**config.mk**
```make
export PLATFORM = sky130hd
export DESIGN_NAME = ss_uart_tx
export DESIGN_NICKNAME = d
export VERILOG_FILES = /design/src/rtl/ss_uart_tx.sv
export SDC_FILE = /design/constraint.sdc
export NUM_CORES = 1
export LEC_CHECK = 0
export CAP_MARGIN = 20
export CORE_MARGIN = 8
export CORE_UTILIZATION = 45
export DETAILED_ROUTE_END_ITERATION = 12
export PLACE_DENSITY = 0.78
export SLEW_MARGIN = 20
export SYNTH_ARGS = -nofsm -noshare
export SYNTH_HDL_FRONTEND = slang
export SYNTH_SLANG_ARGS = --single-unit
```
**constraint.sdc**
```tcl
create_clock -name clk -period 8.79 [get_ports clk]
set_input_delay 1.758 -clock clk [delete_from_list [all_inputs] [get_ports clk]]
set_output_delay 1.758 -clock clk [all_outputs]
set_load 0.05 [all_outputs]
```
**src/rtl/ss_uart_tx.sv**
```systemverilog
// ss_uart_tx: memory-mapped 8N1 UART transmitter on the sim-top slave bus.
// CPU-written bytes are queued in a TX FIFO and shifted out LSB first on tx.
//
// Ports
//   clk     in   1   clock, all logic on posedge
//   resetn  in   1   asynchronous active-low reset
//   req     in   1   request, already address-qualified by the parent
//   addr    in   32  byte address, only addr[3:0] decoded
//   we      in   1   1=write, 0=read
//   be      in   4   byte enables
//   wdata   in   32  write data
//   rdata   out  32  read data, valid with rvalid
//   gnt     out  1   grant (= req)
//   rvalid  out  1   response valid, one cycle after a granted req
//   err     out  1   error response, qualified by rvalid
//   tx      out  1   serial line, idle high
//
// Register map (addr[3:0])
//   0x0 TXDATA  W: push wdata[7:0] when be[0]; R: 0
//   0x4 STATUS  R: [0] full, [1] empty, [2] busy, [15:8] FIFO level; W: error
//   0x8 BAUDDIV RW [15:0], clocks per bit, 0 behaves as 1
//   0xC and misaligned addresses: error, no side effect
//
// Build option: define UART_TX_SIM_PRINT_EN to echo every byte loaded into
// the shifter to the simulator console (simulation only, no extra ports).
//
// State | meaning
// IDLE  | line high, waiting for the FIFO to become non-empty
// START | start bit (tx=0)
// DATA  | eight data bits, LSB first (tx=shift[0])
// STOP  | stop bit (tx=1); chains straight into START if more data is queued

module ss_uart_tx #(
  parameter int          FIFO_DEPTH   = 16,
  parameter logic [15:0] BAUD_DIV_RST = 16'd4
) (
  input  logic        clk,
  input  logic        resetn,
  input  logic        req,
  input  logic [31:0] addr,
  input  logic        we,
  input  logic [3:0]  be,
  input  logic [31:0] wdata,
  output logic [31:0] rdata,
  output logic        gnt,
  output logic        rvalid,
  output logic        err,
  output logic        tx
);

  localparam int AW = $clog2(FIFO_DEPTH);
  localparam int LW = AW + 1;
  localparam logic [LW-1:0] FULL_LVL = LW'(FIFO_DEPTH);

  typedef enum logic [1:0] {IDLE, START, DATA, STOP} state_t;

  state_t          state, state_nxt;
  logic [7:0]      mem [FIFO_DEPTH];
  logic [AW-1:0]   wr_ptr, rd_ptr;
  logic [LW-1:0]   level;
  logic [15:0]     baud_div;
  logic [15:0]     baud_cnt;
  logic [7:0]      shift;
  logic [2:0]      bit_idx;

  logic full, empty, busy;
  logic aligned, sel_tx, sel_st, sel_bd, sel_bad;
  logic push_req, push, push_drop, pop;
  logic load_cnt, shift_en, cnt_zero;
  logic bus_err;
  logic [31:0] rd_data;
  logic [15:0] div_m1;
  logic unused_bits;

  assign unused_bits = ^{addr[31:4], wdata[31:16], be[3:2]};

  assign full  = (level == FULL_LVL);
  assign empty = (level == '0);
  assign busy  = (state != IDLE);
  assign gnt   = req;

  // ---------------- bus decode ----------------
  assign aligned  = (addr[1:0] == 2'b00);
  assign sel_tx   = aligned && (addr[3:2] == 2'd0);
  assign sel_st   = aligned && (addr[3:2] == 2'd1);
  assign sel_bd   = aligned && (addr[3:2] == 2'd2);
  assign sel_bad  = !aligned || (addr[3:2] == 2'd3);

  assign push_req  = req && we && sel_tx && be[0];
  assign push      = push_req && !full;
  // A full FIFO drops the byte even if the serializer pops in the same cycle.
  assign push_drop = push_req && full;
  assign bus_err   = req && (sel_bad || (we && sel_st) || push_drop);

  always_comb begin
    rd_data = '0;
    if (req && !we) begin
      if (sel_st)
        rd_data = {16'h0, 8'(level), 5'b0, busy, empty, full};
      else if (sel_bd)
        rd_data = {16'h0, baud_div};
    end
  end

  always_ff @(posedge clk or negedge resetn) begin
    if (!resetn) begin
      rvalid   <= 1'b0;
      err      <= 1'b0;
      rdata    <= '0;
      baud_div <= BAUD_DIV_RST;
    end else begin
      rvalid <= req;
      err    <= bus_err;
      rdata  <= rd_data;
      if (req && we && sel_bd) begin
        if (be[0]) baud_div[7:0]  <= wdata[7:0];
        if (be[1]) baud_div[15:8] <= wdata[15:8];
      end
    end
  end

  // ---------------- TX FIFO ----------------
  always_ff @(posedge clk) begin
    if (push) mem[wr_ptr] <= wdata[7:0];
  end

  always_ff @(posedge clk or negedge resetn) begin
    if (!resetn) begin
      wr_ptr <= '0;
      rd_ptr <= '0;
      level  <= '0;
    end else begin
      if (push) wr_ptr <= wr_ptr + AW'(1);
      if (pop)  rd_ptr <= rd_ptr + AW'(1);
      case ({push, pop})
        2'b10:   level <= level + LW'(1);
        2'b01:   level <= level - LW'(1);
        default: level <= level;
      endcase
    end
  end

  // ---------------- serializer ----------------
  // The bit timer is reloaded from the live BAUDDIV at every bit boundary,
  // so a divider write takes effect from the next bit onward.
  assign div_m1   = (baud_div == 16'd0) ? 16'd0 : baud_div - 16'd1;
  assign cnt_zero = (baud_cnt == 16'd0);

  always_ff @(posedge clk or negedge resetn) begin
    if (!resetn) state <= IDLE;
    else         state <= state_nxt;
  end

  always_comb begin
    state_nxt = state;
    pop       = 1'b0;
    load_cnt  = 1'b0;
    shift_en  = 1'b0;
    tx        = 1'b1;
    case (state)
      IDLE: begin
        if (!empty) begin
          pop       = 1'b1;
          load_cnt  = 1'b1;
          state_nxt = START;
        end
      end
      START: begin
        tx = 1'b0;
        if (cnt_zero) begin
          load_cnt  = 1'b1;
          state_nxt = DATA;
        end
      end
      DATA: begin
        tx = shift[0];
        if (cnt_zero) begin
          load_cnt = 1'b1;
          shift_en = 1'b1;
          if (bit_idx == 3'd7) state_nxt = STOP;
        end
      end
      STOP: begin
        if (cnt_zero) begin
          if (!empty) begin
            pop       = 1'b1;
            load_cnt  = 1'b1;
            state_nxt = START;
          end else begin
            state_nxt = IDLE;
          end
        end
      end
      default: state_nxt = IDLE;
    endcase
  end

  always_ff @(posedge clk or negedge resetn) begin
    if (!resetn) begin
      baud_cnt <= '0;
      shift    <= '0;
      bit_idx  <= '0;
    end else begin
      if (load_cnt)
        baud_cnt <= div_m1;
      else if (!cnt_zero)
        baud_cnt <= baud_cnt - 16'd1;
      if (pop) begin
        shift   <= mem[rd_ptr];
        bit_idx <= '0;
      end else if (shift_en) begin
        shift   <= {1'b0, shift[7:1]};
        bit_idx <= bit_idx + 3'd1;
      end
    end
  end

`ifdef UART_TX_SIM_PRINT_EN
  always @(posedge clk) begin
    if (resetn && pop) $write("%c", mem[rd_ptr]);
  end
`else
  // No console echo in this build.
`endif

endmodule

```
== Yosys cells after proc, flatten, opt, wreduce, memory -nomap -nowiden ==
Memory sizes are Yosys's and may differ from the RTL's.
Index checks and enable logic that the tools add are counted.
Cells by class
  add/subtract/negate cells: 7
  $mul: 0
  divide/modulo/power cells: 0
  $lt $le $gt $ge: 0
  equal/unequal tests: 16
  shift operators: 0
  multiplexer cells: 27
  bitwise logic cells: 0
  reductions and logical operators: 31
Operators with widths (number)
  2-to-1 mux 16 bit: 4
  2-to-1 mux 32 bit: 2
  logical NOT 16 bit: 2
  subtractor 16 x 1 -> 16 bit (second input constant): 2
  2-to-1 mux 8 bit: 2
  logical AND 1 bit: 12
  inequality test 2 bit (second input constant): 6
  equality test 2 bit (second input constant): 5
  2-to-1 mux 2 bit: 5
  case mux 5 bit (2 select lines): 1
  adder 4 x 1 -> 4 bit (second input constant): 2
  case mux 2 bit (4 select lines): 1
  2-to-1 mux 1 bit: 7
  equality test 2 x 1 -> 1 bit (second input constant): 3
  logical NOT 2 bit: 3
  2-to-1 mux 3 bit: 2
  nonzero test 2 bit: 3
  adder 5 x 1 -> 5 bit (second input constant): 1
  equality test 5 bit (second input constant): 1
  logical NOT 5 bit: 1
  AND reduction 5 bit: 1
  subtractor 5 x 1 -> 5 bit (second input constant): 1
  case mux 1 bit (2 select lines): 2
  AND reduction 2 bit: 2
  other kinds (6): 10
Storage, ports and cells
  register bits after elaboration: 92
  bits in latches: 0
  RAM bits: 128
  ROM bits: 0
  input port bits: 72
  output and inout bits: 36
  word-level logic and storage cells: 94
  memories kept: 1
Memory list
  mem: depth 16, width 8, rd ports 1, clocked after Yosys merged registers in 0, write ports 1, line 58  | logic [7:0] mem [FIFO_DEPTH];

== Logic depth before layout (Yosys ltp) ==
Gate-level depths: netlist of run 1.
  depth after elaboration: 7
  depth in mapped cells: 15

== Least setup slack after synthesis of run 1 ==
No wires, ideal clock.
  path kind: input-to-reg
  from: input addr[1]
  to: register level[4]
  arrival: 3.927 ns
  data required time: 8.710 ns
  path slack: 4.783 ns
  stages: 12
  buffers on the path: 0
  path through: or3_1 > a211oi_1 > clkinv_1 > ha_1 > xor2_1 > ha_1 > nand2_1 > nor3_1 > a21oi_1 > nor2_1 > a211oi_1 > xnor2_1
Between the ends
  longest elaborated chain between the ends: 7
  elaborated cells between the ends (all ways): 9
  classes of those cells: 2 x eq/ne; 1 x mux; 6 x reduce/logical
Ends and longest elaborated chain
  start: declaration: line 40  | input logic [31:0] addr,
  logical NOT 2 bit *: line 83  | assign aligned = (addr[1:0] == 2'b00);
  logical AND 1 bit *: line 84  | assign sel_tx = aligned && (addr[3:2] == 2'd0);
  logical AND 1 bit * (2 in a row): line 89  | assign push_req = req && we && sel_tx && be[0];
  logical AND 1 bit *: line 90  | assign push = push_req && !full;
  equality test 2 x 1 -> 1 bit / equality test 2 bit (equally long branches): line 135  | case ({push, pop})
  case mux 5 bit (2 select lines) / nonzero test 2 bit (equally long branches)
  end signal: assignment: line 136  | 2'b10: level <= level + LW'(1);
  end signal: assignment: line 137  | 2'b01: level <= level - LW'(1);
  end signal: assignment: line 138  | default: level <= level;
  end: declaration: line 60  | logic [LW-1:0] level;
Every way passes the cells marked *; elsewhere a longest branch is shown, timed or not.
A chain may end at the register's enable or synchronous reset.

== Worst setup path after layout of run 1 ==
  from: input req
  to: output gnt
RTL lines
  start: declaration: line 39  | input logic req,
  end: declaration: line 45  | output logic gnt,
No word-level cell between the ends.

==> results_dict.tcl, run 1 <==
set metrics [dict create \
    synth_xor_area_share_pct 3.505 \
    yosysSeqAreaShare_pct 62.16 \
    dp_hpwl_um 11960 \
    die_w_um 159.3 \
    io_pins 108 \
    grt_max_degree 77 \
    yosys_warnings 0 \
    final_util_pct 52.63 \
    portBuffers 45 \
    hold_path_class "flop to flop" \
    synth_area_um2 9245 \
    top_layer_used "met4" \
    ys.flop_type "edfxtp_1" \
    cts_max_level 1 \
    die_area_um2 25390 \
    antenna_cells 0 \
    post-route-period-util_pct 56.45 \
    wl_met3_um 880 \
    wl_met1_um 7867 \
    synth_area_leaders "edfxtp_1, dfrtp_1, mux4_2" \
    path_buf_inv 2 \
    pwr-share-comb_pct 30.2 \
    drive_above_1_share_pct 15.55 \
    synth_top_family_by_area "multiplexers" \
    clock_path_buffers 3 \
    track_usage_pct 14.30 \
    netSwitchingPower_w 0.0009580 \
    setup-tns-final_ps 0 \
    num_vias 5346 \
    drc 0 \
    p_clk_share_pct 28.1 \
    path_cells "clkdlybuf4s50_1, clkdlybuf4s50_1" \
    ys_ff_latch 204 \
    path_max_fanout 7 \
    r2r-start "baud_cnt[0]" \
    cellPowerDensity_nw_per_um2 281.6 \
    cts-hold-fix-buffers 0 \
    critPathMaxStageDelay_ps 850 \
    slew_headroom_pct 44.05 \
    p_sw_share_pct 32.05 \
    internal_power_w 0.002031 \
    cp_common_cell "clkdlybuf4s50_1" \
    worst_slew_pin_slew_ps 836.1 \
    tritoncts "yes" \
    sequentialPowerShare_pct 41.7 \
    skew_ps 16.12 \
    maxCapViolations 0 \
    synth-simple-area-share_pct 10.83 \
    initialDrtViolationCount 387 \
    overflow 0 \
    layout_commonest_cell "edfxtp_1" \
    synthAdderAreaFrac_pct 2.301 \
    wl_met2_um 9172 \
    wire_per_inst_um 18.67 \
    critical_path_required_ps 7030 \
    startpoint_type "input port" \
    worstReg2RegEnd "level[4]" \
    max_freq_ghz 0.2015 \
    ir_drop_uv 165.8 \
    power.leakage_nw 3.941 \
    synth-compound-area-share_pct 4.777 \
    wirelength_um 18370 \
    cp_data_arrival_time_ps 3200 \
    grt_pass1_vias 5487 \
    critPathTopFamily "buffers and inverters" \
    ctsResizeCount 0 \
    final-instance-count-excl-fill 984 \
    numCtsBuffers 20 \
    vias_per_cell 5.433 \
    synth_top_area_share_pct 41.58 \
    rsz0062_at_grt "no" \
    setup_ws_ps 3828 \
    core_um2 20170 \
    holdPathEnd "bit_idx[1]" \
    dpl_worst_slack_ps 3832 \
    drtPass1Iterations 5 \
    path_clk_slew_ps 60 \
    antenna_left 0 \
    min_path_cells 2 \
    setup_viol 0 \
    layout_common_cells "edfxtp_1, dfrtp_1, nor2_1, clkdlybuf4s50_1, mux4_2" \
    status "finished clean" \
    start_util_pct 45.84 \
    nNetsFinal 789 \
    synth_mux_area_share_pct 12.87 \
    fin_crit_ps 4962 \
    end_kind "primary output" \
    die_y_um 159.3 \
    antenna_found_initial 0 \
    netlist_instances 648 \
    synth_top_area_cell "edfxtp_1" \
    area_growth_pct 14.82 \
    cts_setup_buffers 0 \
    drv_slew 0 \
    r2r_slack_ps 5330 \
    path_class "input port to primary output" \
    synth.avg_cell_area_um2 14.27 \
    reg2reg_depth 13 \
    whs_ps 535.9 \
    routabilityCongestion 0.7617 \
    min-delay-start "bit_idx[1]" \
    placementRows 52 \
    placed_cells 946 \
    final_hold_viol_count 0 \
    grt_pass1_wl_um 29730 \
    clkLatencyLatePin_ps 490 \
    ctsRootBufferMaster "clkbuf_16" \
    synth_cell_type_count 58 \
    synth_edf_count 128 \
    async_flop_share_pct 37.25 \
    cpMaxStageDelayCell "clkdlybuf4s50_1" \
    clock_sinks 204 \
]
cell type report:
class	count	area [µm²]
Tap cell	270	337.8
Multi-Input combinational cell	397	3229
Inverter	18	67.56
Sequential cell	204	5748
Clock inverter	7	62.56
Clock buffer	29	589.3
Fill cell	1647	9554
Timing Repair Buffer	59	580.6
worst max-delay path by stage:
stage / cells after the start / start / endpoint
finish: 2 / req / gnt
floorplan: 12 / addr[1] / level[4]
detailed placement: 2 / req / gnt
global placement: 2 / req / gnt
global route: 2 / req / gnt
CTS: 2 / req / gnt
state kept, by name, summed over array words and instances (netlist names), 2 cells and up:
| signal | count |
|---|---|
| mem | 128 |
| baud_cnt | 16 |
| baud_div | 16 |
| rdata | 16 |
| shift | 8 |
| level | 5 |
| rd_ptr | 4 |
| wr_ptr | 4 |
| bit_idx | 3 |
| state | 2 |
Yosys cell counts (4+ instances only):
master / count
edfxtp_1: 128
dfrtp_1: 75
nor2_1: 55
mux4_2: 33
nand2_1: 31
xnor2_1: 22
mux2_2: 21
mux2i_1: 21
nor3_1: 21
buf_4: 17
ha_1: 17
inv_1: 17
a21oi_1: 15
clkbuf_1: 15
o21ai_0: 15
xor2_1: 15
and2_1: 14
nor2b_1: 11
nand3_1: 10
a211oi_1: 9
buf_2: 8
nor4_1: 8
a22oi_1: 6
o21a_1: 5
or4_1: 5
nand4_1: 4
or3_1: 4
worst reg2reg max path: cells and delay by family (launching register included):
family	cells	cell delay (ps)
xor+xnor	2	330
fa+ha+maj	3	870
buf+inv	1	130
simple gates	4	900
flops	1	400
compound gates	3	770
through the flow:
step	cell area, µm²	total power [W]
5_1_grt	10620	0.003147
3_3_place_gp	9921	0.002131
4_1_cts	10570	0.003000
2_1_floorplan	9301	0.001962
3_5_place_dp	9921	0.002153
6_report	10620	0.002989
per-layer routing:
metal,GRT usage [%],vias up
li1,-,2484
met1,18.62,2683
met2,24.55,150
met3,1.370,29
met4,5.146,0
met5,0,-
power groups by stage:
| stage | logic, W | registers, W | clock network [W] |
|---|---|---|---|
| 2_1_floorplan | 0.000745 | 0.00122 | 0 |
| 3_3_place_gp | 0.000875 | 0.00126 | 0 |
| 3_5_place_dp | 0.000891 | 0.00126 | 0 |
| 4_1_cts | 0.000904 | 0.00124 | 0.000852 |
| 5_1_grt | 0.00100 | 0.00126 | 0.000885 |
| 6_report | 0.000904 | 0.00125 | 0.000839 |
cells by family after synthesis:
logic type               after synthesis
adder cells (fa/ha/maj)               17
other                                  1
XOR/XNOR                              37
multiplexers                          75
AO/OA/AOI/OAI                         68
buffers and inverters                 62
flip-flops                           204
AND/OR/NAND/NOR                      184
(Power assumes the default switching activity.)
==> run 2, diff against run 1 <==
Clock period 8.79 ns to 4.9 ns, I/O delays scaled along.
==> results_dict.tcl, run 2 (synthesized netlist as in run 1, its figures left out) <==
set metrics [dict create \
    status "finished clean" \
    grt_pass1_wl_um 30020 \
    final_util_pct 52.55 \
    placementRows 52 \
    largest_reg_flops 128 \
    ctsResizeCount 0 \
    routabilityCongestion 0.7752 \
    clock_path_buffers 3 \
    clkLatencyLatePin_ps 490 \
    cts_setup_buffers 0 \
    vias_per_cell 5.485 \
    grt_pass1_vias 5641 \
    placed_cells 948 \
    final_hold_viol_count 0 \
    dp_hpwl_um 12540 \
    power.leakage_nw 3.938 \
    cts_max_level 1 \
    path_cells "clkdlybuf4s50_1, or3_1, a211oi_1, clkinv_1, ha_1, xor2_1, ha_1, nand2_1, nor3_1, a21oi_1, nor2_1, a211oi_1, xnor2_1" \
    post-route-period-util_pct 75.15 \
    die_y_um 159.3 \
    die_area_um2 25390 \
    path_max_fanout 8 \
    critPathTopFamily "buffers and inverters" \
    num_vias 5403 \
    wire_per_inst_um 19.22 \
    layout_commonest_cell "edfxtp_1" \
    cts-hold-fix-buffers 0 \
    core_um2 20170 \
    io_pins 108 \
    path_clk_slew_ps 60 \
    drtPass1Iterations 4 \
    drc 0 \
    worst_slew_pin_slew_ps 976.6 \
    worstReg2RegEnd "level[4]" \
    tritoncts "yes" \
    reg2reg_depth 13 \
    area_growth_pct 14.64 \
    max_freq_ghz 0.2716 \
    cp_data_arrival_time_ps 4090 \
    overflow 0 \
    start_util_pct 45.84 \
    dpl_worst_slack_ps 756.6 \
    startpoint_type "input port" \
    rsz0062_at_grt "no" \
    drive_above_1_share_pct 15.66 \
    path_buf_inv 2 \
    track_usage_pct 14.47 \
    nNetsFinal 790 \
    grt_max_degree 77 \
    critPathMaxStageDelay_ps 460 \
    wirelength_um 18930 \
    fin_crit_ps 3682 \
    portBuffers 45 \
    cpMaxStageDelayCell "clkdlybuf4s50_1" \
    ctsRootBufferMaster "clkbuf_16" \
    final-instance-count-excl-fill 985 \
    r2r-start "baud_cnt[0]" \
    maxCapViolations 0 \
    hold_path_class "input port to async pin" \
    layout_common_cells "edfxtp_1, dfrtp_1, nor2_1, clkdlybuf4s50_1, mux4_2" \
    die_w_um 159.3 \
    end_kind "flop" \
    cellPowerDensity_nw_per_um2 505.0 \
    clock_sinks 204 \
    slew_headroom_pct 34.66 \
    power.total_w 0.005352 \
    critical_path_required_ps 5300 \
    numCtsBuffers 20 \
    top_register "mem" \
    setup_viol 0 \
    r2r_slack_ps 1640 \
    drv_slew 0 \
    antenna_cells 0 \
    path_class "input port to flop" \
    skew_ps 10.47 \
    setup-tns-final_ps 0 \
    ir_drop_uv 322.0 \
    antenna_left 0 \
    initialDrtViolationCount 426 \
    setup_ws_ps 1218 \
    antenna_found_initial 0 \
]
-- run 2: how the worst max path moves through the flow --
stage               startpoint        to  slack, ps  depth (start not counted)
finish                 addr[1]  level[4]       1220                         13
global route           addr[3]  level[4]       1060                         13
CTS                    addr[1]  level[4]       1250                         13
detailed placement     addr[1]  level[4]        760                         13
global placement       addr[1]  level[4]        820                         13
floorplan              addr[1]  level[4]       1670                         12
-- run 2: layer usage --
metal / share of wire [%] / wire, µm / up-vias / track usage (%)
met2: 53 / 9969 / 147 / 26.42
met4: 1.7 / 324 / 0 / 4.074
met5: 0 / 0 / - / 0
met3: 4.7 / 895 / 28 / 1.810
li1: - / - / 2486 / -
met1: 41 / 7741 / 2742 / 17.67
-- run 2: power by group --
group	switching, W	internal, W
Combinational	0.000857	0.000744
Clock	0.000627	0.000854
Sequential	0.000265	0.00201
-- run 2: area by class of cell --
class / instances / area, µm²
clock buffers: 25 / 550.5
clock inverters: 11 / 85.08
fillers: 1636 / 9570
inverters: 18 / 67.56
multi-input cells: 397 / 3229
flip-flops and latches: 204 / 5748
well taps: 270 / 337.8
repair buffers: 60 / 580.6
-- run 2: through the flow --
stage                     instance area (µm²)  hold WS (ps)
after CTS                               10570         534.1
after global routing                    10600         378.1
after detailed placement                 9936         524.8
final                                   10600         377.7
after global placement                   9936         513.7
after floorplan                          9301         501.7
==> run 3, diff against run 2 <==
Clock period 4.9 ns to 3.6 ns, I/O delays scaled along.
==> results_dict.tcl, run 3 (synthesized netlist as in run 1, its figures left out) <==
set metrics [dict create \
    final_util_pct 53.56 \
    wirelength_um 19880 \
    path_cells "inv_1, ha_1, nor4bb_1, a41oi_1, nor3_4, ha_1, xor2_1, ha_1, nor3b_1, a21oi_1, nor2_1, a211oi_1, xnor2_1" \
    maxCapViolations 0 \
    clock_path_buffers 3 \
    wire_per_inst_um 19.86 \
    path_buf_inv 1 \
    final_hold_viol_count 0 \
    cp_data_arrival_time_ps 3510 \
    cts-hold-fix-buffers 0 \
    start_util_pct 45.84 \
    dpl_worst_slack_ps 155.6 \
    path_max_fanout 6 \
    io_pins 108 \
    track_usage_pct 15.51 \
    layout_common_cells "edfxtp_1, dfrtp_1, nor2_1, clkdlybuf4s50_1, mux4_2" \
    cts_max_level 1 \
    drc 0 \
    power.leakage_nw 4.053 \
    antenna_found_initial 0 \
    max_freq_ghz 0.3239 \
    area_growth_pct 16.85 \
    drv_slew 0 \
    drtPass1Iterations 7 \
    path_clk_slew_ps 60 \
    die_area_um2 25390 \
    clkLatencyLatePin_ps 500 \
    grt_pass1_wl_um 31770 \
    fillers 1616 \
    die_w_um 159.3 \
    layout_commonest_cell "edfxtp_1" \
    portBuffers 45 \
    post-route-period-util_pct 85.75 \
    slew_headroom_pct 35.05 \
    vias_per_cell 5.495 \
    final-instance-count-excl-fill 1001 \
    cp_common_cell "ha_1" \
    cpMaxStageDelayCell "dfrtp_1" \
    routabilityCongestion 0.8061 \
    cts_setup_buffers 0 \
    startpoint_type "flop" \
    path_class "flop to flop" \
    end_kind "flop" \
    overflow 0 \
    hold_path_class "input port to async pin" \
    tritoncts "yes" \
    setup_viol 0 \
    setup_ws_ps 513.1 \
    ctsRootBufferMaster "clkbuf_16" \
    ir_drop_uv 361.6 \
    largest_reg_flops 128 \
    skew_ps 13.81 \
    setup-tns-final_ps 0 \
    placed_area_um2 10050 \
    antenna_cells 0 \
    core_um2 20170 \
    grt_max_degree 77 \
    status "finished clean" \
    dp_hpwl_um 12800 \
    placed_cells 963 \
    placementRows 52 \
    critical_path_required_ps 4020 \
    nNetsFinal 805 \
    rsz0062_at_grt "no" \
    critPathTopFamily "adder cells" \
    num_vias 5500 \
    numCtsBuffers 21 \
    top_register "mem" \
    grt_pass1_vias 5778 \
    critPathMaxStageDelay_ps 400 \
    initialDrtViolationCount 451 \
    clock_sinks 204 \
    worst_slew_pin_slew_ps 974.2 \
    fin_area_um2 10800 \
    cellPowerDensity_nw_per_um2 712.7 \
    antenna_left 0 \
    fin_crit_ps 3087 \
    drive_above_1_share_pct 17.78 \
    ctsResizeCount 0 \
    die_y_um 159.3 \
]
## run 3: cell types whose count changed in the layout (fill, tap and decap cells not counted), sizes merged
cell,previous run,this run
clkinv,10,7
buf,16,30
bufinv,1,4
clkinvlp,0,1
clkbuf,25,26
## run 3: cell type report
class                           count  area [µm²]  share of cell area [%]
Sequential cell                   204        5748                   53.21
Multi-Input combinational cell    397        3229                   29.89
Timing Repair Buffer               74       665.6                   6.162
Clock buffer                       26       585.6                   5.420
Tap cell                          270       337.8                   3.127
Clock inverter                     12       168.9                   1.564
Inverter                           18       67.56                  0.6254
## run 3: worst paths after layout
check	start	end	slack (ps)	depth (start not counted)
setup / recovery	baud_cnt[0]	level[4]	510	13
hold / removal	resetn	rvalid	370	1
setup reg to reg	baud_cnt[0]	level[4]	510	13
hold reg to reg	bit_idx[1]	bit_idx[1]	530	2
max in group asynchronous	resetn	rd_ptr[0]	2540	1
min in group clk	bit_idx[1]	bit_idx[1]	530	2
## run 3: power by group
part / internal, W / total, W / switching [W]
clock: 0.00145 / 0.00235 / 0.000906
sequential: 0.00273 / 0.00319 / 0.000459
combinational: 0.00105 / 0.00216 / 0.00110
## run 3: per-layer routing
layer | up-vias | routed length [µm] | GRT usage, %
li1 | 2530 | - | -
met1 | 2741 | 7809 | 18.75
met2 | 189 | 10340 | 27.82
met3 | 40 | 1268 | 2.534
met4 | 0 | 458 | 4.931
met5 | - | 0 | 0
## run 3: stage by stage
step	power, W	hold slack [ps]
floorplan	0.004789	424.4
global placement	0.005284	512.5
detailed placement	0.005357	526.7
CTS	0.007741	410.9
global route	0.008077	478.3
finish	0.007699	369.8
